==> src/rtl/mem_port_arbiter_if.sv <==
// Request/response bundle between the fetch/load/store requesters, the port
// arbiter and the single cache request port.
interface mem_port_arbiter_if #(
  parameter int unsigned ADDR_WIDTH  = 64,
  parameter int unsigned DATA_WIDTH  = 64,
  parameter int unsigned INSTR_WIDTH = 32
) ();
  // Instruction fetch requester
  logic                   i_req;
  logic [ADDR_WIDTH-1:0]  i_addr;
  logic                   i_ack;
  logic [INSTR_WIDTH-1:0] i_data;
  // Data load requester
  logic                   dr_req;
  logic [ADDR_WIDTH-1:0]  dr_addr;
  logic [3:0]             dr_size;
  logic                   dr_ack;
  logic [DATA_WIDTH-1:0]  dr_data;
  // Data store requester
  logic                   dw_req;
  logic [ADDR_WIDTH-1:0]  dw_addr;
  logic [DATA_WIDTH-1:0]  dw_data;
  logic [3:0]             dw_size;
  logic                   dw_ack;
  // Cache port
  logic                   c_read;
  logic                   c_write;
  logic [ADDR_WIDTH-1:0]  c_addr;
  logic [DATA_WIDTH-1:0]  c_wdata;
  logic [3:0]             c_size;
  logic                   c_busy;
  logic [DATA_WIDTH-1:0]  c_rdata;
  // Current owner: 0 none, 1 fetch, 2 load, 3 store
  logic [1:0]             grant_id;

  // Arbiter side
  modport slave (
    input  i_req, i_addr, dr_req, dr_addr, dr_size, dw_req, dw_addr, dw_data, dw_size,
           c_busy, c_rdata,
    output i_ack, i_data, dr_ack, dr_data, dw_ack, c_read, c_write, c_addr, c_wdata, c_size,
           grant_id
  );

  // Requesters and cache side
  modport master (
    output i_req, i_addr, dr_req, dr_addr, dr_size, dw_req, dw_addr, dw_data, dw_size,
           c_busy, c_rdata,
    input  i_ack, i_data, dr_ack, dr_data, dw_ack, c_read, c_write, c_addr, c_wdata, c_size,
           grant_id
  );
endinterface

==> src/rtl/mem_port_arbiter.sv <==
// Shares the single cache request port between instruction fetch, data load
// and data store. One request is latched at a time; the cache busy handshake
// is waited out and the owner gets a one-cycle acknowledge.
module mem_port_arbiter #(
  parameter int unsigned ADDR_WIDTH   = 64,
  parameter int unsigned DATA_WIDTH   = 64,
  parameter int unsigned INSTR_WIDTH  = 32,
  parameter int unsigned STARVE_LIMIT = 4
) (
  input logic                clk,
  input logic                reset,
  mem_port_arbiter_if.slave  bus
);

  localparam int unsigned StarveWidth = $clog2(STARVE_LIMIT + 1);
  localparam logic [StarveWidth-1:0] StarveMax = StarveWidth'(STARVE_LIMIT);

  typedef enum logic [1:0] {StIdle, StIssue, StWait, StDone} state_e;
  typedef enum logic [1:0] {
    GrantNone  = 2'd0,
    GrantFetch = 2'd1,
    GrantLoad  = 2'd2,
    GrantStore = 2'd3
  } grant_e;

  state_e                  state_q, state_d;
  grant_e                  grant_q, grant_d;
  grant_e                  win;
  logic [ADDR_WIDTH-1:0]   addr_q, addr_d;
  logic [DATA_WIDTH-1:0]   wdata_q, wdata_d;
  logic [3:0]              size_q, size_d;
  logic [StarveWidth-1:0]  starve_q, starve_d;
  logic [INSTR_WIDTH-1:0]  i_data_q, i_data_d;
  logic [DATA_WIDTH-1:0]   dr_data_q, dr_data_d;

  // Winner selection: store > load > fetch, unless fetch has waited out the starve limit.
  always_comb begin
    win = GrantNone;
    if (bus.i_req && (starve_q == StarveMax)) begin
      win = GrantFetch;
    end else if (bus.dw_req) begin
      win = GrantStore;
    end else if (bus.dr_req) begin
      win = GrantLoad;
    end else if (bus.i_req) begin
      win = GrantFetch;
    end
  end

  // Next-state logic: arbitration, operand latching, busy handshake, response capture.
  always_comb begin
    state_d   = state_q;
    grant_d   = grant_q;
    addr_d    = addr_q;
    wdata_d   = wdata_q;
    size_d    = size_q;
    starve_d  = starve_q;
    i_data_d  = i_data_q;
    dr_data_d = dr_data_q;

    unique case (state_q)
      StIdle: begin
        // Any data grant here with i_req high is one more cycle fetch was passed over.
        if (!bus.i_req || (win == GrantFetch)) begin
          starve_d = '0;
        end else if ((win != GrantNone) && (starve_q != StarveMax)) begin
          starve_d = starve_q + StarveWidth'(1);
        end

        case (win)
          GrantFetch: begin
            addr_d  = bus.i_addr;
            wdata_d = '0;
            size_d  = 4'd4;
          end
          GrantLoad: begin
            addr_d  = bus.dr_addr;
            wdata_d = '0;
            size_d  = bus.dr_size;
          end
          GrantStore: begin
            addr_d  = bus.dw_addr;
            wdata_d = bus.dw_data;
            size_d  = bus.dw_size;
          end
          default: ;
        endcase

        if (win != GrantNone) begin
          grant_d = win;
          state_d = StIssue;
        end
      end

      StIssue: begin
        if (bus.c_busy) begin
          state_d = StWait;
        end
      end

      StWait: begin
        if (!bus.c_busy) begin
          state_d = StDone;
          if (grant_q == GrantLoad) begin
            dr_data_d = bus.c_rdata;
          end else if (grant_q == GrantFetch) begin
            i_data_d = bus.c_rdata[INSTR_WIDTH-1:0];
          end
        end
      end

      StDone: begin
        state_d = StIdle;
        grant_d = GrantNone;
      end

      default: state_d = StIdle;
    endcase
  end

  // State and datapath registers; reset abandons any transaction in flight.
  always_ff @(posedge clk) begin
    if (reset) begin
      state_q   <= StIdle;
      grant_q   <= GrantNone;
      addr_q    <= '0;
      wdata_q   <= '0;
      size_q    <= '0;
      starve_q  <= '0;
      i_data_q  <= '0;
      dr_data_q <= '0;
    end else begin
      state_q   <= state_d;
      grant_q   <= grant_d;
      addr_q    <= addr_d;
      wdata_q   <= wdata_d;
      size_q    <= size_d;
      starve_q  <= starve_d;
      i_data_q  <= i_data_d;
      dr_data_q <= dr_data_d;
    end
  end

  // Outputs: strobes only in ISSUE, acks only in DONE, cache operands held from the latches.
  always_comb begin
    bus.c_read   = (state_q == StIssue) &&
                   ((grant_q == GrantFetch) || (grant_q == GrantLoad));
    bus.c_write  = (state_q == StIssue) && (grant_q == GrantStore);
    bus.c_addr   = addr_q;
    bus.c_wdata  = wdata_q;
    bus.c_size   = size_q;
    bus.i_ack    = (state_q == StDone) && (grant_q == GrantFetch);
    bus.dr_ack   = (state_q == StDone) && (grant_q == GrantLoad);
    bus.dw_ack   = (state_q == StDone) && (grant_q == GrantStore);
    bus.i_data   = i_data_q;
    bus.dr_data  = dr_data_q;
    bus.grant_id = grant_q;
  end

endmodule

==> src/flat_wrapper.sv <==
// flat-port wrapper written by rule: the top's interface ports become plain ports
module mem_port_arbiter_flat 
#(
  parameter int unsigned ADDR_WIDTH   = 64,
  parameter int unsigned DATA_WIDTH   = 64,
  parameter int unsigned INSTR_WIDTH  = 32,
  parameter int unsigned STARVE_LIMIT = 4
)
  (clk, reset, bus_i_req, bus_i_addr, bus_dr_req, bus_dr_addr, bus_dr_size, bus_dw_req, bus_dw_addr, bus_dw_data, bus_dw_size, bus_c_busy, bus_c_rdata, bus_i_ack, bus_i_data, bus_dr_ack, bus_dr_data, bus_dw_ack, bus_c_read, bus_c_write, bus_c_addr, bus_c_wdata, bus_c_size, bus_grant_id);
  mem_port_arbiter_if #(.ADDR_WIDTH(ADDR_WIDTH), .DATA_WIDTH(DATA_WIDTH), .INSTR_WIDTH(INSTR_WIDTH)) bus_i ();
  input logic clk;
  input logic reset;
  input wire logic [$bits(bus_i.i_req)-1:0] bus_i_req;
  input wire logic [$bits(bus_i.i_addr)-1:0] bus_i_addr;
  input wire logic [$bits(bus_i.dr_req)-1:0] bus_dr_req;
  input wire logic [$bits(bus_i.dr_addr)-1:0] bus_dr_addr;
  input wire logic [$bits(bus_i.dr_size)-1:0] bus_dr_size;
  input wire logic [$bits(bus_i.dw_req)-1:0] bus_dw_req;
  input wire logic [$bits(bus_i.dw_addr)-1:0] bus_dw_addr;
  input wire logic [$bits(bus_i.dw_data)-1:0] bus_dw_data;
  input wire logic [$bits(bus_i.dw_size)-1:0] bus_dw_size;
  input wire logic [$bits(bus_i.c_busy)-1:0] bus_c_busy;
  input wire logic [$bits(bus_i.c_rdata)-1:0] bus_c_rdata;
  output wire logic [$bits(bus_i.i_ack)-1:0] bus_i_ack;
  output wire logic [$bits(bus_i.i_data)-1:0] bus_i_data;
  output wire logic [$bits(bus_i.dr_ack)-1:0] bus_dr_ack;
  output wire logic [$bits(bus_i.dr_data)-1:0] bus_dr_data;
  output wire logic [$bits(bus_i.dw_ack)-1:0] bus_dw_ack;
  output wire logic [$bits(bus_i.c_read)-1:0] bus_c_read;
  output wire logic [$bits(bus_i.c_write)-1:0] bus_c_write;
  output wire logic [$bits(bus_i.c_addr)-1:0] bus_c_addr;
  output wire logic [$bits(bus_i.c_wdata)-1:0] bus_c_wdata;
  output wire logic [$bits(bus_i.c_size)-1:0] bus_c_size;
  output wire logic [$bits(bus_i.grant_id)-1:0] bus_grant_id;
  assign bus_i.i_req = bus_i_req;
  assign bus_i.i_addr = bus_i_addr;
  assign bus_i.dr_req = bus_dr_req;
  assign bus_i.dr_addr = bus_dr_addr;
  assign bus_i.dr_size = bus_dr_size;
  assign bus_i.dw_req = bus_dw_req;
  assign bus_i.dw_addr = bus_dw_addr;
  assign bus_i.dw_data = bus_dw_data;
  assign bus_i.dw_size = bus_dw_size;
  assign bus_i.c_busy = bus_c_busy;
  assign bus_i.c_rdata = bus_c_rdata;
  assign bus_i_ack = bus_i.i_ack;
  assign bus_i_data = bus_i.i_data;
  assign bus_dr_ack = bus_i.dr_ack;
  assign bus_dr_data = bus_i.dr_data;
  assign bus_dw_ack = bus_i.dw_ack;
  assign bus_c_read = bus_i.c_read;
  assign bus_c_write = bus_i.c_write;
  assign bus_c_addr = bus_i.c_addr;
  assign bus_c_wdata = bus_i.c_wdata;
  assign bus_c_size = bus_i.c_size;
  assign bus_grant_id = bus_i.grant_id;
  mem_port_arbiter #(.ADDR_WIDTH(ADDR_WIDTH), .DATA_WIDTH(DATA_WIDTH), .INSTR_WIDTH(INSTR_WIDTH), .STARVE_LIMIT(STARVE_LIMIT)) u_core (.clk(clk), .reset(reset), .bus(bus_i));
endmodule
==> config.mk <==
export PLATFORM = sky130hd
export DESIGN_NAME = mem_port_arbiter_flat
export DESIGN_NICKNAME = d
export VERILOG_FILES = /design/src/rtl/mem_port_arbiter_if.sv /design/src/rtl/mem_port_arbiter.sv /design/src/flat_wrapper.sv
export SDC_FILE = /design/constraint.sdc
export NUM_CORES = 1
export LEC_CHECK = 0
export CAP_MARGIN = 25
export CORE_AREA = 2 2 220 222
export DETAILED_ROUTE_END_ITERATION = 10
export DIE_AREA = 0 0 222 224
export DONT_BUFFER_PORTS = 1
export PLACE_DENSITY = 0.37
export SYNTH_ARGS = -nofsm -noshare
export SYNTH_HDL_FRONTEND = slang
export SYNTH_SLANG_ARGS = --single-unit
export TNS_END_PERCENT = 20
==> constraint.sdc <==
create_clock -name clk -period 2.42 [get_ports clk]
set_input_delay 0.363 -clock clk [delete_from_list [all_inputs] [get_ports clk]]
set_output_delay 0.363 -clock clk [all_outputs]
set_load 0.01 [all_outputs]
==> impl_summary.txt, run 1 <==
----------------------------------------------------
[Critical path]
  Worst Path Class, Setup ... flip-flop to flip-flop
  Endpoint of the lowest-slack register-to-register path ... u_core.bus.dr_data[28]$_SDFFE_PP0P_
  Required @ worst endpoint ... 2930 ps
  Nature of the critical path endpoint ... flip-flop
  Depth of the critical timing path with buffers and inverters included ... 6
  Cell with the largest stage delay on the worst path ... sky130_fd_sc_hd__dlygate4sd3_1
  Slack of the worst reg-to-reg path ... 230 ps
  Cell chain of the critical path ... ha_1 > and3b_2 > buf_12 > nand2_1 > a21oi_1 > dlygate4sd3_1
  Combined buffer and inverter count along the critical path ... 2
  Arrival @ worst endpoint ... 2700 ps
  Count of cells along the worst register-to-register path ... 6
  Worst stage delay on the critical path ... 550 ps
  Reg-to-reg startpoint ... u_core.bus.grant_id[1]$_SDFFE_PP0P_
  CP delay by family, top ... buffers and inverters
  Highest fanout seen on the critical path ... 64
  Type of origin of the critical path ... flip-flop
  Crit. Startpoint ... u_core.bus.grant_id[1]$_SDFFE_PP0P_

[Timing]
  Transition time of the tightest slew-check pin ... 915 ps
  Total of endpoints with negative setup slack in the final report ... 0
  Minimum clock period ... 2190 ps
  F_max ... 457 MHz
  Final-report max-slew violation count ... 0
  Clock skew ... 14.2 ps
  Unrepaired setup endpoints after global routing ... false
  Number of failing hold endpoints at the final stage ... 0
  Worst-case headroom to the max-slew limit ... 0.390
  Crit share post-route ... 0.904
  Setup total negative slack ... 0 ps

[Hold path]
  End of the worst hold path ... u_core.bus.grant_id[0]$_SDFFE_PP0P_
  Type of the worst min-delay path ... input pin to flip-flop
  Hold Path Stages ... 2
  Critical hold path startpoint ... bus_i_req

[Synthesis]
  Average cell area after synthesis ... 8.42 um^2
  Nets in the synthesized netlist ... 1576
  Number of storage elements in the synthesis netlist ... 235
  Number of synthesized flops with an enable pin ... 0
  Primary FF master, synth ... sky130_fd_sc_hd__dfxtp_1
  Fraction of the yosys area taken by sequential cells ... 0.454
  Cell area after synthesis ... 10400 um^2
  Yosys warning count ... 0
  Number of distinct library cells after synthesis ... 46
  Post-Syn Instances ... 1232
  Share of flip-flops with an asynchronous set or reset ... 0

[Die]
  Floorplan die height ... 224 um
  Core region area ... 47300 um^2
  Total number of placement rows ... 80
  Initial Utilization ... 0.219
  Area of the die ... 49700 um^2
  Total I/O pin count ... 569
  Die width ... 222 um

[Finish]
  Number of filler instances in the final layout ... 5027
  Post-Layout Cell Count ... 1993
  Nets@finish ... 1698
  Sequential Area ... 4700 um^2
  Multi-input gate area in the final layout ... 4990 um^2
  Area Growth Syn to Fin ... 31.8%
  Fraction of final layout cells with drive strength greater than 1 ... 0.0581
  Most frequent cells in the layout ... sky130_fd_sc_hd__nand2_1 (325), sky130_fd_sc_hd__dfxtp_1 (235), sky130_fd_sc_hd__dlygate4sd3_1 (193)
  Most common library cell in the layout ignoring fill and taps ... sky130_fd_sc_hd__nand2_1

[Power and ir drop]
  Static Leakage ... 4.82 nW
  Cell internal pwr ... 8.14 mW
  Power per standard cell area ... 900 nW/um^2
  Total net switching power ... 4.16 mW
  Combinational fraction of design power ... 0.201
  Share of total power in sequential cells ... 0.439
  Portion of total power attributed to the clock network ... 0.360
  Switching share of power ... 0.338
  Worst IR drop on VDD ... 0.470 mV

[Clock tree]
  Number of buffers on the longest clock path ... 3
  Clock-pin slew reported for the worst setup and hold paths after clock tree synthesis ... 60 ps
  Number of H-tree levels ... 1
  Resize count post-CTS ... 0
  Clock root buffer ... sky130_fd_sc_hd__clkbuf_16
  Clock network latency to the later pin of the worst-skew pair ... 570 ps
  TritonCTS clock tree ... done
  Clock tree sinks ... 235
  Inserted Clock Buffers ... 29

[GRT]
  Total global routing track utilization ... 0.165
  Global-route wire length before repair ... 64.3 mm
  Largest net degree at the start of global routing ... 141
  Vias in the first global route ... 9949
  GRT Residual Overflow ... 0
  Number of antenna violations at the first check in global routing ... 1

[Routing]
  Met2 routed WL ... 21.4 mm
  DRT Pass-1 Iters ... 5
  Metal3 WL ... 3.87 mm
  Antenna violation net count after detailed routing ... 0
  DR DRC count ... 0
  WL final ... 43.4 mm
  First DRT Iteration DRCs ... 524
  M1 wire length ... 17.2 mm
  Per-cell via count in the routed design ... 4.91
  Vias ... 9795
  Highest routed layer ... met4
  Mean routed wirelength per cell ... 21.8 um

[Placed design]
  Port Buf Inserts ... 0
  Final HPWL DP ... 27.9 mm
  Cell total after placement ... 1744
  Routability cong. ... 0.779

[Job]
  Max capacitance violation total ... 0

[Run status]
  Run status ... finished, final reports clean

----------------------------------------------------
-- worst register-to-register path, delay by kind of cell (launching register included) --
kind	cells	cell delay [ps]
simple gates	2	350
buf+inv	2	820
flops	1	500
fa+ha+maj	1	330
compound gates	1	120
-- layer usage --
metal / vias up / GRT usage
met3: 66 / 0.0536
met4: 0 / 0.0453
met1: 4692 / 0.191
met5: - / 0
met2: 423 / 0.292
li1: 4614 / -
-- cell usage after synthesis (9+ instances only) --
library cell,n,area share
sky130_fd_sc_hd__ha_1,10,0.012
sky130_fd_sc_hd__a41oi_1,64,0.054
sky130_fd_sc_hd__nand2_1,325,0.12
sky130_fd_sc_hd__buf_2,33,0.016
sky130_fd_sc_hd__buf_1,9,0.0033
sky130_fd_sc_hd__a22o_1,65,0.055
sky130_fd_sc_hd__nand3b_1,65,0.047
sky130_fd_sc_hd__buf_6,21,0.023
sky130_fd_sc_hd__clkbuf_1,49,0.018
sky130_fd_sc_hd__o21ai_0,120,0.058
sky130_fd_sc_hd__dfxtp_1,235,0.45
sky130_fd_sc_hd__a21o_1,65,0.047
sky130_fd_sc_hd__o21ai_1,9,0.0043
sky130_fd_sc_hd__a21oi_1,101,0.049
-- cell type report --
cell class,instances,share of cell area
clock inverter,15,0.0108
multi-input combinational,868,0.366
inverter,10,0.00275
clock buffer,39,0.0595
antenna,1,0.000183
sequential,235,0.344
tap,615,0.0563
timing repair buffer,210,0.160
-- metrics by stage --
| stage | instance area, um^2 | worst slack, ps | util | hold slack (ps) | power [mW] |
|---|---|---|---|---|---|
| after CTS | 13700 | 207 | 0.289 | 4.83 | 12.5 |
| final | 13700 | 232 | 0.289 | 36.9 | 12.3 |
| after floorplan | 10400 | 890 | - | 462 | 6.95 |
| after global placement | 10700 | 586 | 0.227 | 439 | 7.68 |
| after global routing | 13700 | 105 | 0.289 | 19.7 | 13.0 |
| after detailed placement | 10700 | 576 | 0.227 | 442 | 7.67 |
-- power by group through the flow --
stage | Sequential [mW] | Combinational (mW) | Clock (mW)
after floorplan | 5.21 | 1.75 | 0
after global placement | 5.53 | 2.15 | 0
after detailed placement | 5.49 | 2.19 | 0
after CTS | 5.41 | 2.51 | 4.59
after global routing | 5.48 | 2.75 | 4.73
final | 5.40 | 2.47 | 4.43
-- logic make-up after synthesis --
family | after synthesis | share of synthesized area
buf+inv | 129 | 0.0677
flops | 235 | 0.454
fa+ha+maj | 10 | 0.0121
simple gates | 417 | 0.185
mux | 2 | 0.00193
compound gates | 439 | 0.280
-- repair_timing --
item                                   CTS  global route
endpoints found under the hold margin  228             0
hold buffers                           194             0
buffers inserted                         0             0
-- flip-flops by register name, summed over array words and instances, names as in the netlist --
name                 count
u_core.bus.c_wdata      64
u_core.bus.c_size        4
u_core.bus.dr_data      64
u_core.starve_q          3
u_core.bus.grant_id      2
u_core.bus.c_addr       64
u_core.state_q           2
u_core.bus.i_data       32
-- worst max path at each step --
stage / endpoint / slack, ps
after floorplan: u_core.bus.i_data[0]$_SDFFE_PP0P_ / 890
after global placement: u_core.bus.c_wdata[33]$_SDFFE_PP0P_ / 590
after detailed placement: u_core.bus.c_wdata[8]$_SDFFE_PP0P_ / 580
after CTS: u_core.bus.dr_data[28]$_SDFFE_PP0P_ / 210
after global routing: u_core.bus.dr_data[28]$_SDFFE_PP0P_ / 110
final: u_core.bus.dr_data[28]$_SDFFE_PP0P_ / 230
Note: power is estimated with default switching activity, not from simulation.
==> run 2: changes to the inputs <==
--- a/config.mk
+++ b/config.mk
@@ -6,9 +6,9 @@
 export NUM_CORES = 1
 export LEC_CHECK = 0
 export CAP_MARGIN = 25
-export CORE_AREA = 2 2 220 222
+export CORE_AREA = 2 2 221 223
 export DETAILED_ROUTE_END_ITERATION = 10
-export DIE_AREA = 0 0 222 224
+export DIE_AREA = 0 0 223 225
 export DONT_BUFFER_PORTS = 1
 export PLACE_DENSITY = 0.37
 export SYNTH_ARGS = -nofsm -noshare
==> impl_summary.txt, run 2 (synthesis results as in run 1) <==
----------------------------------------------------
[Die]
  Initial Utilization ... 0.218 (-0.000922)
  Die width ... 223 um (+0.45%)
  Core region area ... 47500 um^2 (+0.42%)
  Total I/O pin count ... 569 (unchanged)
  Area of the die ... 50200 um^2 (+0.90%)
  Total number of placement rows ... 80 (unchanged)
  Floorplan die height ... 225 um (+0.45%)

[GRT]
  Largest net degree at the start of global routing ... 141 (unchanged)
  Global-route wire length before repair ... 62.2 mm (-3.2%)
  GRT Residual Overflow ... 0 (unchanged)
  Total global routing track utilization ... 0.160 (-0.00548)
  Vias in the first global route ... 9727 (-2.2%)
  Number of antenna violations at the first check in global routing ... 0 (-1)

[Clock tree]
  Clock network latency to the later pin of the worst-skew pair ... 560 ps (about the same)
  Inserted Clock Buffers ... 27 (-6.9%)
  Number of buffers on the longest clock path ... 3 (unchanged)
  Post CTS Setup Buffer Count ... 0 (unchanged)
  Clock root buffer ... sky130_fd_sc_hd__clkbuf_16
  Clock-pin slew reported for the worst setup and hold paths after clock tree synthesis ... 60 ps (about the same)
  Number of H-tree levels ... 1 (unchanged)
  TritonCTS clock tree ... done
  Clock tree sinks ... 235 (unchanged)

[Finish]
  Inserted Diodes ... 0 (-1)
  Sequential Area ... 4700 um^2 (unchanged)
  Number of filler instances in the final layout ... 5049 (+0.44%)
  Multi-input gate area in the final layout ... 4990 um^2 (-0.15%)
  Most frequent cells in the layout ... sky130_fd_sc_hd__nand2_1 (325), sky130_fd_sc_hd__dfxtp_1 (235), sky130_fd_sc_hd__dlygate4sd3_1 (190)
  Fin util ... 0.287 (-0.00200)
  Nets@finish ... 1700 (+0.12%)
  Post-Layout Cell Count ... 1988 (-0.25%)
  Fraction of final layout cells with drive strength greater than 1 ... 0.0575 (-0.000559)
  Most common library cell in the layout ignoring fill and taps ... sky130_fd_sc_hd__nand2_1
  Area Growth Syn to Fin ... 31.4%

[Run status]
  Run status ... finished, final reports clean

[Timing]
  Clock skew ... 15.2 ps (+0.983 ps)
  Final-report max-slew violation count ... 0 (unchanged)
  Total of endpoints with negative setup slack in the final report ... 0 (unchanged)
  Transition time of the tightest slew-check pin ... 939 ps (+24.0 ps)
  Number of failing hold endpoints at the final stage ... 0 (unchanged)
  Setup total negative slack ... 0 ps (unchanged)
  Worst-case headroom to the max-slew limit ... 0.374 (-0.0160)
  Unrepaired setup endpoints after global routing ... false
  Minimum clock period ... 2240 ps (+48.0 ps)
  F_max ... 447 MHz (-2.1%)
  Crit share post-route ... 0.924 (+0.0198)

[Power and ir drop]
  Cell internal pwr ... 8.19 mW (+0.70%)
  Total net switching power ... 4.06 mW (-2.5%)
  Power per standard cell area ... 899 nW/um^2 (-0.10%)
  Share of total power in sequential cells ... 0.442 (+0.003)
  Combinational fraction of design power ... 0.202 (about the same)
  Worst IR drop on VDD ... 0.446 mV (-5.0%)
  Portion of total power attributed to the clock network ... 0.356 (-0.004)
  Static Leakage ... 4.82 nW (about the same)
  Switching share of power ... 0.331 (-0.00714)

[Critical path]
  Nature of the critical path endpoint ... flip-flop
  Crit. Startpoint ... u_core.state_q[0]$_SDFFE_PP0P_
  Arrival @ worst endpoint ... 2730 ps (+30 ps)
  Worst Path Class, Setup ... flip-flop to flip-flop
  Required @ worst endpoint ... 2910 ps (-20 ps)
  Worst stage delay on the critical path ... 560 ps (about the same)
  Cell with the largest stage delay on the worst path ... sky130_fd_sc_hd__dlygate4sd3_1
  Cell chain of the critical path ... inv_1 > ha_1 > and3b_4 > buf_4 > nand2_1 > a21oi_1 > dlygate4sd3_1
  Type of origin of the critical path ... flip-flop
  Reg-to-reg startpoint ... u_core.state_q[0]$_SDFFE_PP0P_
  Highest fanout seen on the critical path ... 21 (-67%)

[Placed design]
  Port Buf Inserts ... 0 (unchanged)
  Final HPWL DP ... 28.4 mm (+1.8%)
  Cell total after placement ... 1751 (+0.40%)
  Routability cong. ... 0.769 (-1.3%)

[Job]
  Max capacitance violation total ... 0 (unchanged)

[Routing]
  Mean routed wirelength per cell ... 21.6 um (-0.61%)
  DRT Pass-1 Iters ... 4 (-1)
  Antenna violation net count after detailed routing ... 0 (unchanged)
  Vias ... 9799 (+0.041%)
  WL final ... 43.0 mm (-0.86%)
  DR DRC count ... 0 (unchanged)
  Per-cell via count in the routed design ... 4.93 (+0.29%)
  First DRT Iteration DRCs ... 501 (-4.4%)

[Hold path]
  Critical hold path startpoint ... bus_c_rdata[59]
  Type of the worst min-delay path ... input pin to flip-flop

----------------------------------------------------
[run 2: path summary, 6_finish.rpt]
check	depth (start not counted)	to	slack [ps]
setup / recovery	7	u_core.bus.dr_data[24]$_SDFFE_PP0P_	180
hold / removal	2	u_core.bus.dr_data[59]$_SDFFE_PP0P_	20
setup reg to reg	7	u_core.bus.dr_data[24]$_SDFFE_PP0P_	180
hold reg to reg	2	u_core.bus.dr_data[43]$_SDFFE_PP0P_	500
[run 2: power groups by stage]
stage	clock [mW]	sequential [mW]	combinational (mW)
final	4.36	5.42	2.47
after global routing	4.63	5.50	2.75
after CTS	4.49	5.44	2.52
after detailed placement	0	5.52	2.19
after global placement	0	5.55	2.16
after floorplan	0	5.21	1.75
[run 2: what timing repair did]
| item | 4_1_cts | 5_1_grt |
|---|---|---|
| hold endpoints to repair | 228 | 0 |
| hold buffers | 191 | 0 |
| endpoints found under the setup margin | 0 | 1 |
| resized for setup | 0 | 1 |
[run 2: layout make-up]
class | count | share of cell area
tap | 615 | 0.0565
inverter | 10 | 0.00276
timing repair buffer | 214 | 0.163
sequential | 235 | 0.345
clock buffer | 34 | 0.0530
clock inverter | 12 | 0.0139
multi-input combinational | 868 | 0.366
[run 2: metrics by stage]
stage	setup WS (ps)	area (um^2)	power (mW)	hold slack (ps)
after floorplan	890	10400	6.95	462
after global placement	399	10800	7.71	440
after detailed placement	387	10800	7.71	442
after CTS	13.7	13600	12.4	0.579
after global routing	44.6	13600	12.9	11.1
final	184	13600	12.3	17.6
[run 2: worst max-delay path, delay by kind of cell, from the launching register on]
kind,cells,cell delay [ps]
and+or+nand+nor,2,510
buffers and inverters,3,910
adders and majority gates,1,310
DFF,1,340
AOI/OAI and AO/OA,1,110
[run 2: per-layer routing]
metal  vias to the layer above  routed length, um  track usage
met1                      4703              16700        0.180
met2                       434              21500        0.289
met4                         0                973       0.0426
met3                        56               3820       0.0512
li1                       4606                  -            -
met5                         -                  0            0
